<file path="config.mk">
export PLATFORM = sky130hd
export DESIGN_NAME = item_db_ctrl
export DESIGN_NICKNAME = d
export VERILOG_FILES = /design/src/rtl/shop_pkg.sv /design/src/rtl/item_table_store.sv /design/src/rtl/item_db_ctrl.sv
export SDC_FILE = /design/constraint.sdc
export NUM_CORES = 1
export LEC_CHECK = 0
export ABC_CLOCK_PERIOD_IN_PS = 5330
export CORE_MARGIN = 2
export CORE_UTILIZATION = 50
export DETAILED_ROUTE_END_ITERATION = 10
export PLACE_DENSITY = 0.7
export SLEW_MARGIN = 20
export SYNTH_ARGS = -nofsm -noshare
export SYNTH_HDL_FRONTEND = slang
export SYNTH_HIERARCHICAL = 1
export SYNTH_SLANG_ARGS = --single-unit
</file>
<file path="constraint.sdc">
create_clock -name i_clk -period 5.33 [get_ports i_clk]
set_clock_uncertainty 0.2 [all_clocks]
set_input_delay 1.066 -clock i_clk [delete_from_list [all_inputs] [get_ports i_clk]]
set_output_delay 1.066 -clock i_clk [all_outputs]
set_load 0.01 [all_outputs]
</file>
<file path="src/rtl/shop_pkg.sv">
// Shared encodings and defaults for the shop command path and item database.
package shop_pkg;

    localparam int unsigned DEF_NAME_BITS  = 24;
    localparam int unsigned DEF_STOCK_BITS = 8;

    // Admin username the command FSM compares against when setting is_admin.
    localparam logic [DEF_NAME_BITS-1:0] ADMIN_NAME = "Adm";

    typedef enum logic [1:0] {
        OP_ADD   = 2'd0,
        OP_DEL   = 2'd1,
        OP_BUY   = 2'd2,
        OP_QUERY = 2'd3
    } op_e;

    typedef enum logic [2:0] {
        RSP_OK        = 3'd0,
        RSP_NOT_FOUND = 3'd1,
        RSP_NO_STOCK  = 3'd2,
        RSP_TBL_FULL  = 3'd3,
        RSP_NO_PERM   = 3'd4
    } rsp_e;

    typedef enum logic [1:0] {
        ST_IDLE   = 2'd0,
        ST_SCAN   = 2'd1,
        ST_UPDATE = 2'd2,
        ST_RESP   = 2'd3
    } db_state_e;

endpackage

</file>
<file path="src/rtl/item_table_store.sv">
// Item table register array: one combinational read port, one synchronous write port.
module item_table_store #(
    parameter int unsigned NAME_BITS  = 24,
    parameter int unsigned STOCK_BITS = 8,
    parameter int unsigned DEPTH      = 8,
    parameter int unsigned IDX_BITS   = 3
) (
    input  logic                  i_clk,
    input  logic                  i_reset_n,
    input  logic [IDX_BITS-1:0]   i_rd_idx,
    output logic                  o_rd_valid_c,
    output logic [NAME_BITS-1:0]  o_rd_name_c,
    output logic [STOCK_BITS-1:0] o_rd_stock_c,
    input  logic                  i_wr_en,
    input  logic [IDX_BITS-1:0]   i_wr_idx,
    input  logic                  i_wr_valid,
    input  logic [NAME_BITS-1:0]  i_wr_name,
    input  logic [STOCK_BITS-1:0] i_wr_stock
);

    logic [DEPTH-1:0]      valid_q;
    logic [NAME_BITS-1:0]  name_q  [DEPTH];
    logic [STOCK_BITS-1:0] stock_q [DEPTH];

    always_ff @(posedge i_clk) begin
        if (!i_reset_n) begin
            valid_q <= '0;
            for (int i = 0; i < int'(DEPTH); i++) begin
                name_q[i]  <= '0;
                stock_q[i] <= '0;
            end
        end else if (i_wr_en) begin
            valid_q[i_wr_idx] <= i_wr_valid;
            name_q[i_wr_idx]  <= i_wr_name;
            stock_q[i_wr_idx] <= i_wr_stock;
        end
    end

    assign o_rd_valid_c = valid_q[i_rd_idx];
    assign o_rd_name_c  = name_q[i_rd_idx];
    assign o_rd_stock_c = stock_q[i_rd_idx];

endmodule

</file>
<file path="src/rtl/item_db_ctrl.sv">
// Item database sequencer: accepts one request, scans the table linearly, applies
// the update in a single cycle and holds the response until it is consumed.
module item_db_ctrl
    import shop_pkg::*;
#(
    parameter int unsigned NAME_BITS  = DEF_NAME_BITS,
    parameter int unsigned STOCK_BITS = DEF_STOCK_BITS,
    parameter int unsigned DEPTH      = 8,
    parameter int unsigned IDX_BITS   = 3
) (
    input  logic                  i_clk,
    input  logic                  i_reset_n,
    input  logic                  i_req_valid,
    output logic                  o_req_ready,
    input  logic [1:0]            i_req_op,
    input  logic [NAME_BITS-1:0]  i_req_name,
    input  logic [STOCK_BITS-1:0] i_req_qty,
    input  logic                  i_req_is_admin,
    output logic                  o_rsp_valid,
    input  logic                  i_rsp_ready,
    output logic [2:0]            o_rsp_code,
    output logic [STOCK_BITS-1:0] o_rsp_stock,
    output logic                  o_busy
);

    localparam logic [IDX_BITS-1:0] LAST_IDX = IDX_BITS'(DEPTH - 1);

    db_state_e             state;
    op_e                   lat_op;
    logic [NAME_BITS-1:0]  lat_name;
    logic [STOCK_BITS-1:0] lat_qty;
    logic [IDX_BITS-1:0]   scan_idx;
    logic                  found;
    logic [IDX_BITS-1:0]   hit_idx;
    logic [STOCK_BITS-1:0] hit_stock;
    logic                  free_found;
    logic [IDX_BITS-1:0]   free_idx;

    logic                  rd_valid_c;
    logic [NAME_BITS-1:0]  rd_name_c;
    logic [STOCK_BITS-1:0] rd_stock_c;
    logic                  match_c;

    logic                  wr_en_c;
    logic [IDX_BITS-1:0]   wr_idx_c;
    logic                  wr_valid_c;
    logic [NAME_BITS-1:0]  wr_name_c;
    logic [STOCK_BITS-1:0] wr_stock_c;
    rsp_e                  upd_code_c;
    logic [STOCK_BITS-1:0] upd_stock_c;
    logic [STOCK_BITS:0]   sat_sum_c;

    item_table_store #(
        .NAME_BITS (NAME_BITS),
        .STOCK_BITS(STOCK_BITS),
        .DEPTH     (DEPTH),
        .IDX_BITS  (IDX_BITS)
    ) u_store (
        .i_clk       (i_clk),
        .i_reset_n   (i_reset_n),
        .i_rd_idx    (scan_idx),
        .o_rd_valid_c(rd_valid_c),
        .o_rd_name_c (rd_name_c),
        .o_rd_stock_c(rd_stock_c),
        .i_wr_en     (wr_en_c),
        .i_wr_idx    (wr_idx_c),
        .i_wr_valid  (wr_valid_c),
        .i_wr_name   (wr_name_c),
        .i_wr_stock  (wr_stock_c)
    );

    assign match_c = rd_valid_c && (rd_name_c == lat_name);

    // Result and table write for the UPDATE cycle, from the scan outcome.
    always_comb begin
        wr_en_c     = 1'b0;
        wr_idx_c    = hit_idx;
        wr_valid_c  = 1'b1;
        wr_name_c   = lat_name;
        wr_stock_c  = hit_stock;
        upd_code_c  = RSP_NOT_FOUND;
        upd_stock_c = '0;
        sat_sum_c   = {1'b0, hit_stock} + {1'b0, lat_qty};
        case (lat_op)
            OP_ADD: begin
                if (found) begin
                    upd_code_c  = RSP_OK;
                    upd_stock_c = sat_sum_c[STOCK_BITS] ? '1 : sat_sum_c[STOCK_BITS-1:0];
                    wr_en_c     = 1'b1;
                    wr_stock_c  = upd_stock_c;
                end else if (free_found) begin
                    upd_code_c  = RSP_OK;
                    upd_stock_c = lat_qty;
                    wr_en_c     = 1'b1;
                    wr_idx_c    = free_idx;
                    wr_stock_c  = lat_qty;
                end else begin
                    upd_code_c  = RSP_TBL_FULL;
                end
            end
            OP_DEL: begin
                if (found) begin
                    upd_code_c = RSP_OK;
                    wr_en_c    = 1'b1;
                    wr_valid_c = 1'b0;
                    wr_name_c  = '0;
                    wr_stock_c = '0;
                end
            end
            OP_BUY: begin
                if (found) begin
                    if (hit_stock >= lat_qty) begin
                        upd_code_c  = RSP_OK;
                        upd_stock_c = hit_stock - lat_qty;
                        wr_en_c     = 1'b1;
                        wr_stock_c  = upd_stock_c;
                    end else begin
                        upd_code_c  = RSP_NO_STOCK;
                        upd_stock_c = hit_stock;
                    end
                end
            end
            default: begin
                if (found) begin
                    upd_code_c  = RSP_OK;
                    upd_stock_c = hit_stock;
                end
            end
        endcase
        if (state != ST_UPDATE) begin
            wr_en_c = 1'b0;
        end
    end

    always_ff @(posedge i_clk) begin
        if (!i_reset_n) begin
            state       <= ST_IDLE;
            lat_op      <= OP_ADD;
            lat_name    <= '0;
            lat_qty     <= '0;
            scan_idx    <= '0;
            found       <= 1'b0;
            hit_idx     <= '0;
            hit_stock   <= '0;
            free_found  <= 1'b0;
            free_idx    <= '0;
            o_req_ready <= 1'b0;
            o_rsp_valid <= 1'b0;
            o_rsp_code  <= '0;
            o_rsp_stock <= '0;
            o_busy      <= 1'b0;
        end else begin
            case (state)
                ST_IDLE: begin
                    if (i_req_valid && o_req_ready) begin
                        lat_op      <= op_e'(i_req_op);
                        lat_name    <= i_req_name;
                        lat_qty     <= i_req_qty;
                        scan_idx    <= '0;
                        found       <= 1'b0;
                        hit_idx     <= '0;
                        hit_stock   <= '0;
                        free_found  <= 1'b0;
                        free_idx    <= '0;
                        o_req_ready <= 1'b0;
                        o_busy      <= 1'b1;
                        // Table mutation is admin-only; refuse without scanning.
                        if ((op_e'(i_req_op) == OP_ADD || op_e'(i_req_op) == OP_DEL)
                            && !i_req_is_admin) begin
                            state       <= ST_RESP;
                            o_rsp_valid <= 1'b1;
                            o_rsp_code  <= RSP_NO_PERM;
                            o_rsp_stock <= '0;
                        end else begin
                            state <= ST_SCAN;
                        end
                    end else begin
                        o_req_ready <= 1'b1;
                        o_busy      <= 1'b0;
                    end
                end
                ST_SCAN: begin
                    if (!rd_valid_c && !free_found) begin
                        free_found <= 1'b1;
                        free_idx   <= scan_idx;
                    end
                    if (match_c) begin
                        found     <= 1'b1;
                        hit_idx   <= scan_idx;
                        hit_stock <= rd_stock_c;
                        state     <= ST_UPDATE;
                    end else if (scan_idx == LAST_IDX) begin
                        state <= ST_UPDATE;
                    end else begin
                        scan_idx <= scan_idx + IDX_BITS'(1);
                    end
                end
                ST_UPDATE: begin
                    state       <= ST_RESP;
                    o_rsp_valid <= 1'b1;
                    o_rsp_code  <= upd_code_c;
                    o_rsp_stock <= upd_stock_c;
                end
                ST_RESP: begin
                    if (i_rsp_ready) begin
                        state       <= ST_IDLE;
                        o_rsp_valid <= 1'b0;
                        o_req_ready <= 1'b1;
                        o_busy      <= 1'b0;
                    end
                end
                default: state <= ST_IDLE;
            endcase
        end
    end

endmodule

</file>
==> impl_metrics.tcl, run 1 <==
set metrics [dict create \
    status "completed" \
    ir_drop_mv 0.311 \
    pre_cts_ws_ns 1.11 \
    slowest_delay_ns 0.64 \
    netlist_top_cells_count "283 x and2_1, 256 x edfxtp_1, 130 x nand2_1, 77 x dfxtp_1, 60 x mux4_2" \
    syn_to_final_growth_pct 13.3 \
    grt_pass1_vias 10800 \
    final.setup.worst_slack_ns 1.07 \
    dieArea_um2 34700 \
    synth_top_area_share_pct 46.2 \
    cts-resized-gates 0 \
    gp_congestion 0.884 \
    synth_top_area_cell "edfxtp_1" \
    final_cells 1842 \
    drc_errors 0 \
    core_area_um2 32600 \
    p_sw_share_pct 26.8 \
    grt_max_degree 48 \
    cts_made_buffers 36 \
    startpoint_type "register" \
    hp-class "register to register" \
    first_pass_iters 5 \
    intPower_w 0.00485 \
    rsz0062_at_grt "false" \
    fp.dieH_um 186 \
    timing.rr.end "hit_idx[2]" \
    pwr-share-seq_pct 45.6 \
    cts_hold_buf 0 \
    dr_wl_met2_um 20200 \
    power_switching_w 0.00178 \
    synth_area_um2 16600 \
    crit_family "simple AND/OR/NAND/NOR gates" \
    p_comb_share_pct 17.3 \
    initial_utilization_pct 51.0 \
    layout-drive-gt1-share_pct 14.9 \
    clock-sinks 333 \
    p_per_area_nw_per_um2 352 \
    crit_arrival_ns 4.47 \
    portBuffers 52 \
    die_w_um 186 \
    rows 66 \
    synth.net_count 1398 \
    worst_slew_pin_slew_ns 1.09 \
    synthTopCellsByArea "edfxtp_1 46%, and2_1 11%, dfxtp_1 9.3%" \
    ctsRootBufferMaster "clkbuf_16" \
    setup_violations 0 \
    cp-end-kind "register" \
    syn_avg_cell_area_um2 12.5 \
    n_antenna_cell 0 \
    drv_slew 0 \
    track_usage_pct 23.8 \
    synth-seq-area-share_pct 55.5 \
    dp_hpwl_um 25200 \
    min_to "o_rsp_code[2]" \
    cts_tree "yes" \
    synthCells 1335 \
    hp-start "o_rsp_code[2]" \
    crit_type "register to register" \
    path_buf_inv 1 \
    met1_length_um 16900 \
    grt.overflow.total 0 \
    crit_path_max_fanout 35 \
    period_share_pct 80.0 \
    hold_depth 2 \
    hold_ws_ns 0.253 \
    cp_slowest_cell "and4_1" \
    cap_violations 0 \
    dpl.cell_count 1778 \
    cellLeakagePower_nw 6.70 \
    vias_per_cell 5.75 \
    cts_buffer_depth 3 \
    ys_types 73 \
    r2r_cells 10 \
    highest_layer "met4" \
    clkLatencyLatePin_ns 0.54 \
    worst-endpoint-required_ns 5.54 \
    fin_nets 1437 \
    antenna_found_initial 0 \
    path_clk_slew_ns 0.06 \
    rr_startpoint "scan_idx[0]" \
    max_freq_ghz 0.235 \
    fin_tns_setup_ns 0 \
    cts_setup_buffers 0 \
    drt_iter0_drc 848 \
    async_flop_share_pct 0 \
    pwr-share-clk_pct 37.1 \
    synth_flop_cell "edfxtp_1" \
    met3WireLength_um 2520 \
    finalCriticalPeriod_ns 4.26 \
    wire_per_inst_um 22.0 \
    max-slew-margin-rel_pct 27.2 \
    routed_wl_um 40600 \
    worstPathCellList "buf_12 > mux4_2 > mux2_2 > xnor2_1 > nand4_1 > nor3_1 > and4_1 > a21o_1 > mux2i_1 > nor2b_1" \
    io_pins 53 \
    ys_seq_elements 333 \
    h-tree-depth 2 \
    num_vias 10600 \
    power.total_w 0.00664 \
    grt_pass1_wl_um 63400 \
    yosys_warnings 6 \
    r2r_slack_ns 1.07 \
    synthMostInstantiatedCell "and2_1" \
    hold_violations 0 \
    antenna_left 0 \
    synth_edf_count 256 \
]
metrics by stage:
stage	area [um^2]	utilization, %
after floorplan	16600	-
after global placement	17700	54.2
after detailed placement	17700	54.2
after CTS	18800	57.7
after global routing	18800	57.7
final	18800	57.7
placed cells by master (no fill, tap or decap), types with 10 or more instances in the layout:
master	Yosys	layout
nor2_1	42	36
mux2_2	36	36
clkdlybuf4s50_1	0	51
mux2i_1	10	10
dfxtp_1	77	74
clkbuf_16	0	36
mux4_2	60	60
nand2b_1	11	10
o21ai_0	36	33
buf_4	0	25
o21a_1	10	10
nor2b_1	24	24
nand2_1	130	126
edfxtp_1	256	256
a21boi_0	46	46
clkbuf_1	55	12
inv_1	27	27
xnor2_1	26	26
a21oi_1	24	24
ha_1	22	22
and2_1	283	283
nand4_1	13	13
worst max path at each step:
stage	start	end	slack [ns]	cells after the start
floorplan	hit_stock[0]	u_store/name_q[4][0]	0.77	14
global placement	hit_stock[0]	u_store/name_q[0][14]	1.14	13
detailed placement	hit_stock[0]	u_store/name_q[0][17]	1.11	13
CTS	hit_stock[0]	u_store/name_q[0][20]	1.09	13
global route	hit_stock[0]	u_store/name_q[0][19]	0.78	13
finish	scan_idx[0]	hit_idx[2]	1.07	10
worst min-delay path, cell delays in order (launching register included):
cell	delay [ns]
dfxtp_1	0.31
inv_1	0.05
a21oi_1	0.05
cell type report:
type / count / area [um^2]
timing repair buffer: 82 / 803
clock buffer: 52 / 1000
clock inverter: 12 / 160
inverter: 27 / 101
multi-input combinational: 894 / 6980
tap: 442 / 553
fill: 2628 / 13800
sequential: 333 / 9240
layer usage:
layer / global-route usage, % / up-vias
li1: - / 4902
met1: 31.2 / 5281
met2: 41.7 / 349
met3: 3.03 / 62
met5: 0 / -
met4: 6.52 / 0
state kept, by name, summed over array words and instances (netlist names), 2 cells and up:
| signal | count |
|---|---|
| u_store/name_q | 192 |
| u_store/stock_q | 64 |
| lat_name | 24 |
| hit_stock | 8 |
| lat_qty | 8 |
| o_rsp_stock | 8 |
| u_store/valid_q | 8 |
| free_idx | 3 |
| hit_idx | 3 |
| o_rsp_code | 3 |
| scan_idx | 3 |
| lat_op | 2 |
| state | 2 |
cell families (layout without fill, tap and decap cells):
kind of cell / count (synthesis) / after routing / share of synthesized area, %
simple gates: 559 / 559 / 18.8
flops: 333 / 333 / 55.5
compound gates: 169 / 169 / 7.12
mux: 112 / 112 / 12.1
buf+inv: 108 / 173 / 2.99
xor+xnor: 30 / 30 / 1.58
fa+ha+maj: 24 / 24 / 1.90
power by group through the flow:
stage               clock (W)  combinational, W  sequential [W]
floorplan                   0          0.000845         0.00302
global placement            0           0.00114         0.00307
detailed placement          0           0.00115         0.00308
CTS                   0.00251           0.00115         0.00302
global route          0.00262           0.00125         0.00304
finish                0.00246           0.00115         0.00302
No activity file was read; power rests on OpenSTA's default activity.
==> inputs of run 2 (changes only) <==
--- a/config.mk
+++ b/config.mk
@@ -5,11 +5,11 @@
 export SDC_FILE = /design/constraint.sdc
 export NUM_CORES = 1
 export LEC_CHECK = 0
-export ABC_CLOCK_PERIOD_IN_PS = 5330
+export ABC_CLOCK_PERIOD_IN_PS = 4300
 export CORE_MARGIN = 2
 export CORE_UTILIZATION = 50
 export DETAILED_ROUTE_END_ITERATION = 10
-export PLACE_DENSITY = 0.7
+export PLACE_DENSITY = 0.67
 export SLEW_MARGIN = 20
 export SYNTH_ARGS = -nofsm -noshare
 export SYNTH_HDL_FRONTEND = slang
==> constraint.sdc (replaced) <==
create_clock -name i_clk -period 4.3 [get_ports i_clk]
set_clock_uncertainty 0.2 [all_clocks]
set_input_delay 0.86 -clock i_clk [delete_from_list [all_inputs] [get_ports i_clk]]
set_output_delay 0.86 -clock i_clk [all_outputs]
set_load 0.01 [all_outputs]
==> run 2 against run 1 <==
Against the previous run:
- combinational power grew 28%
- cell area grew 0.62%
- routed wire length grew 1.9%
==> impl_metrics.tcl, run 2 (synthesis results as in run 1) <==
set metrics [dict create \
    vias_per_cell 5.72 \
    first_pass_iters 5 \
    cap_violations 0 \
    cts_tree "yes" \
    max_freq_ghz 0.252 \
    setup_violations 0 \
    core_area_um2 32600 \
    crit_arrival_ns 4.15 \
    cts_hold_buf 0 \
    crit_path_max_fanout 32 \
    grt_max_degree 71 \
    routed_wl_um 41400 \
    rsz0062_at_grt "false" \
    antenna_left 0 \
    startpoint_type "register" \
    finalCriticalPeriod_ns 3.97 \
    io_pins 53 \
    cts-resized-gates 0 \
    dieArea_um2 34700 \
    grt_pass1_vias 11000 \
    hold_violations 0 \
    fin_area_um2 18900 \
    portBuffers 52 \
    ctsRootBufferMaster "clkbuf_16" \
    h-tree-depth 2 \
    rows 66 \
    antenna_found_initial 0 \
    final_common_cell "and2_1" \
    num_vias 10600 \
    p_per_area_nw_per_um2 428 \
    initial_utilization_pct 51.0 \
    max-slew-margin-rel_pct 41.2 \
    die_w_um 186 \
    track_usage_pct 24.1 \
    period_share_pct 92.3 \
    clkLatencyLatePin_ns 0.53 \
    layout-drive-gt1-share_pct 15.7 \
    hp-class "register to register" \
    n_antenna_cell 0 \
    dp_hpwl_um 25900 \
    drv_slew 0 \
    cts_made_buffers 37 \
    largestRegisters "u_store/name_q: 192 flops, u_store/stock_q: 64 flops, lat_name: 24 flops" \
    worst_slew_pin_slew_ns 0.873 \
    worst-endpoint-required_ns 4.48 \
    largest_reg_flops 192 \
    crit_type "register to register" \
    cts_setup_buffers 0 \
    path_clk_slew_ns 0.06 \
    placed_cell_area_um2 17800 \
    final_cells 1856 \
    fin_nets 1449 \
    wire_per_inst_um 22.3 \
    ir_drop_mv 0.419 \
    gp_congestion 0.882 \
    cp-end-kind "register" \
    cellLeakagePower_nw 6.76 \
    final_core_util_pct 58.1 \
    grt_pass1_wl_um 64400 \
    grt.overflow.total 0 \
    dpl.cell_count 1789 \
    syn_to_final_growth_pct 14.0 \
    drc_errors 0 \
    drt_iter0_drc 841 \
    pre_cts_ws_ns 0.413 \
    fp.dieH_um 186 \
    cts_buffer_depth 3 \
    final.setup.worst_slack_ns 0.333 \
    clock-sinks 333 \
    status "completed" \
    top_register "u_store/name_q" \
    layout_common_cells "283 x and2_1, 256 x edfxtp_1, 125 x nand2_1" \
]
[run 2: cell types whose count changed in the layout (fill, tap and decap cells not counted), moves of 2 or more]
cell / previous run / this run
clkinv_2: 2 / 4
buf_12: 5 / 12
bufinv_16: 3 / 0
clkinv_1: 4 / 6
buf_4: 25 / 29
[run 2: layout make-up]
type,count,area (um^2)
multi-input combinational,894,6980
inverter,27,101
timing repair buffer,93,973
fill,2686,13700
clock buffer,52,1010
sequential,333,9240
tap,442,553
clock inverter,15,92.6
[run 2: report_power, final]
part / internal (W) / switching, W
logic: 0.000621 / 0.000846
clock network: 0.00165 / 0.00125
registers: 0.00361 / 0.000124
[run 2: layer usage]
metal	vias to the layer above	global-route usage, %	routed length [um]
li1	4914	-	-
met1	5355	31.5	17400
met4	0	5.88	753
met2	285	43.1	21200
met5	-	0	0
met3	60	2.90	1980
[run 2: per-stage QoR]
step	TNS (ns)	hold slack, ns	power (W)
2_1_floorplan	-16.30	0.249	0.00479
3_3_place_gp	0	0.236	0.00526
3_5_place_dp	0	0.243	0.00527
4_1_cts	0	0.252	0.00816
5_1_grt	0	0.268	0.00844
6_report	0	0.250	0.00810
[run 2: path summary, 6_finish.rpt]
path / slack (ns) / end / start / depth (start not counted)
hold / removal: 0.25 / o_rsp_code[2] / o_rsp_code[2] / 2
setup reg to reg: 0.33 / u_store/stock_q[1][4] / hit_stock[0] / 14
hold reg to reg: 0.25 / o_rsp_code[2] / o_rsp_code[2] / 2
setup / recovery: 0.33 / u_store/stock_q[1][4] / hit_stock[0] / 14
[run 2: worst max-delay path: stages (launching register included)]
cell       delay [ns]
dfxtp_1          0.41
inv_1            0.06
ha_1             0.20
fa_1             0.40
nand2b_1         0.17
o2bb2ai_2        0.16
a21oi_1          0.27
or2_2            0.30
a21oi_1          0.11
nor2_1           0.10
o21a_1           0.31
nand3_1          0.29
nor3_4           0.22
buf_4            0.42
and2_1           0.19
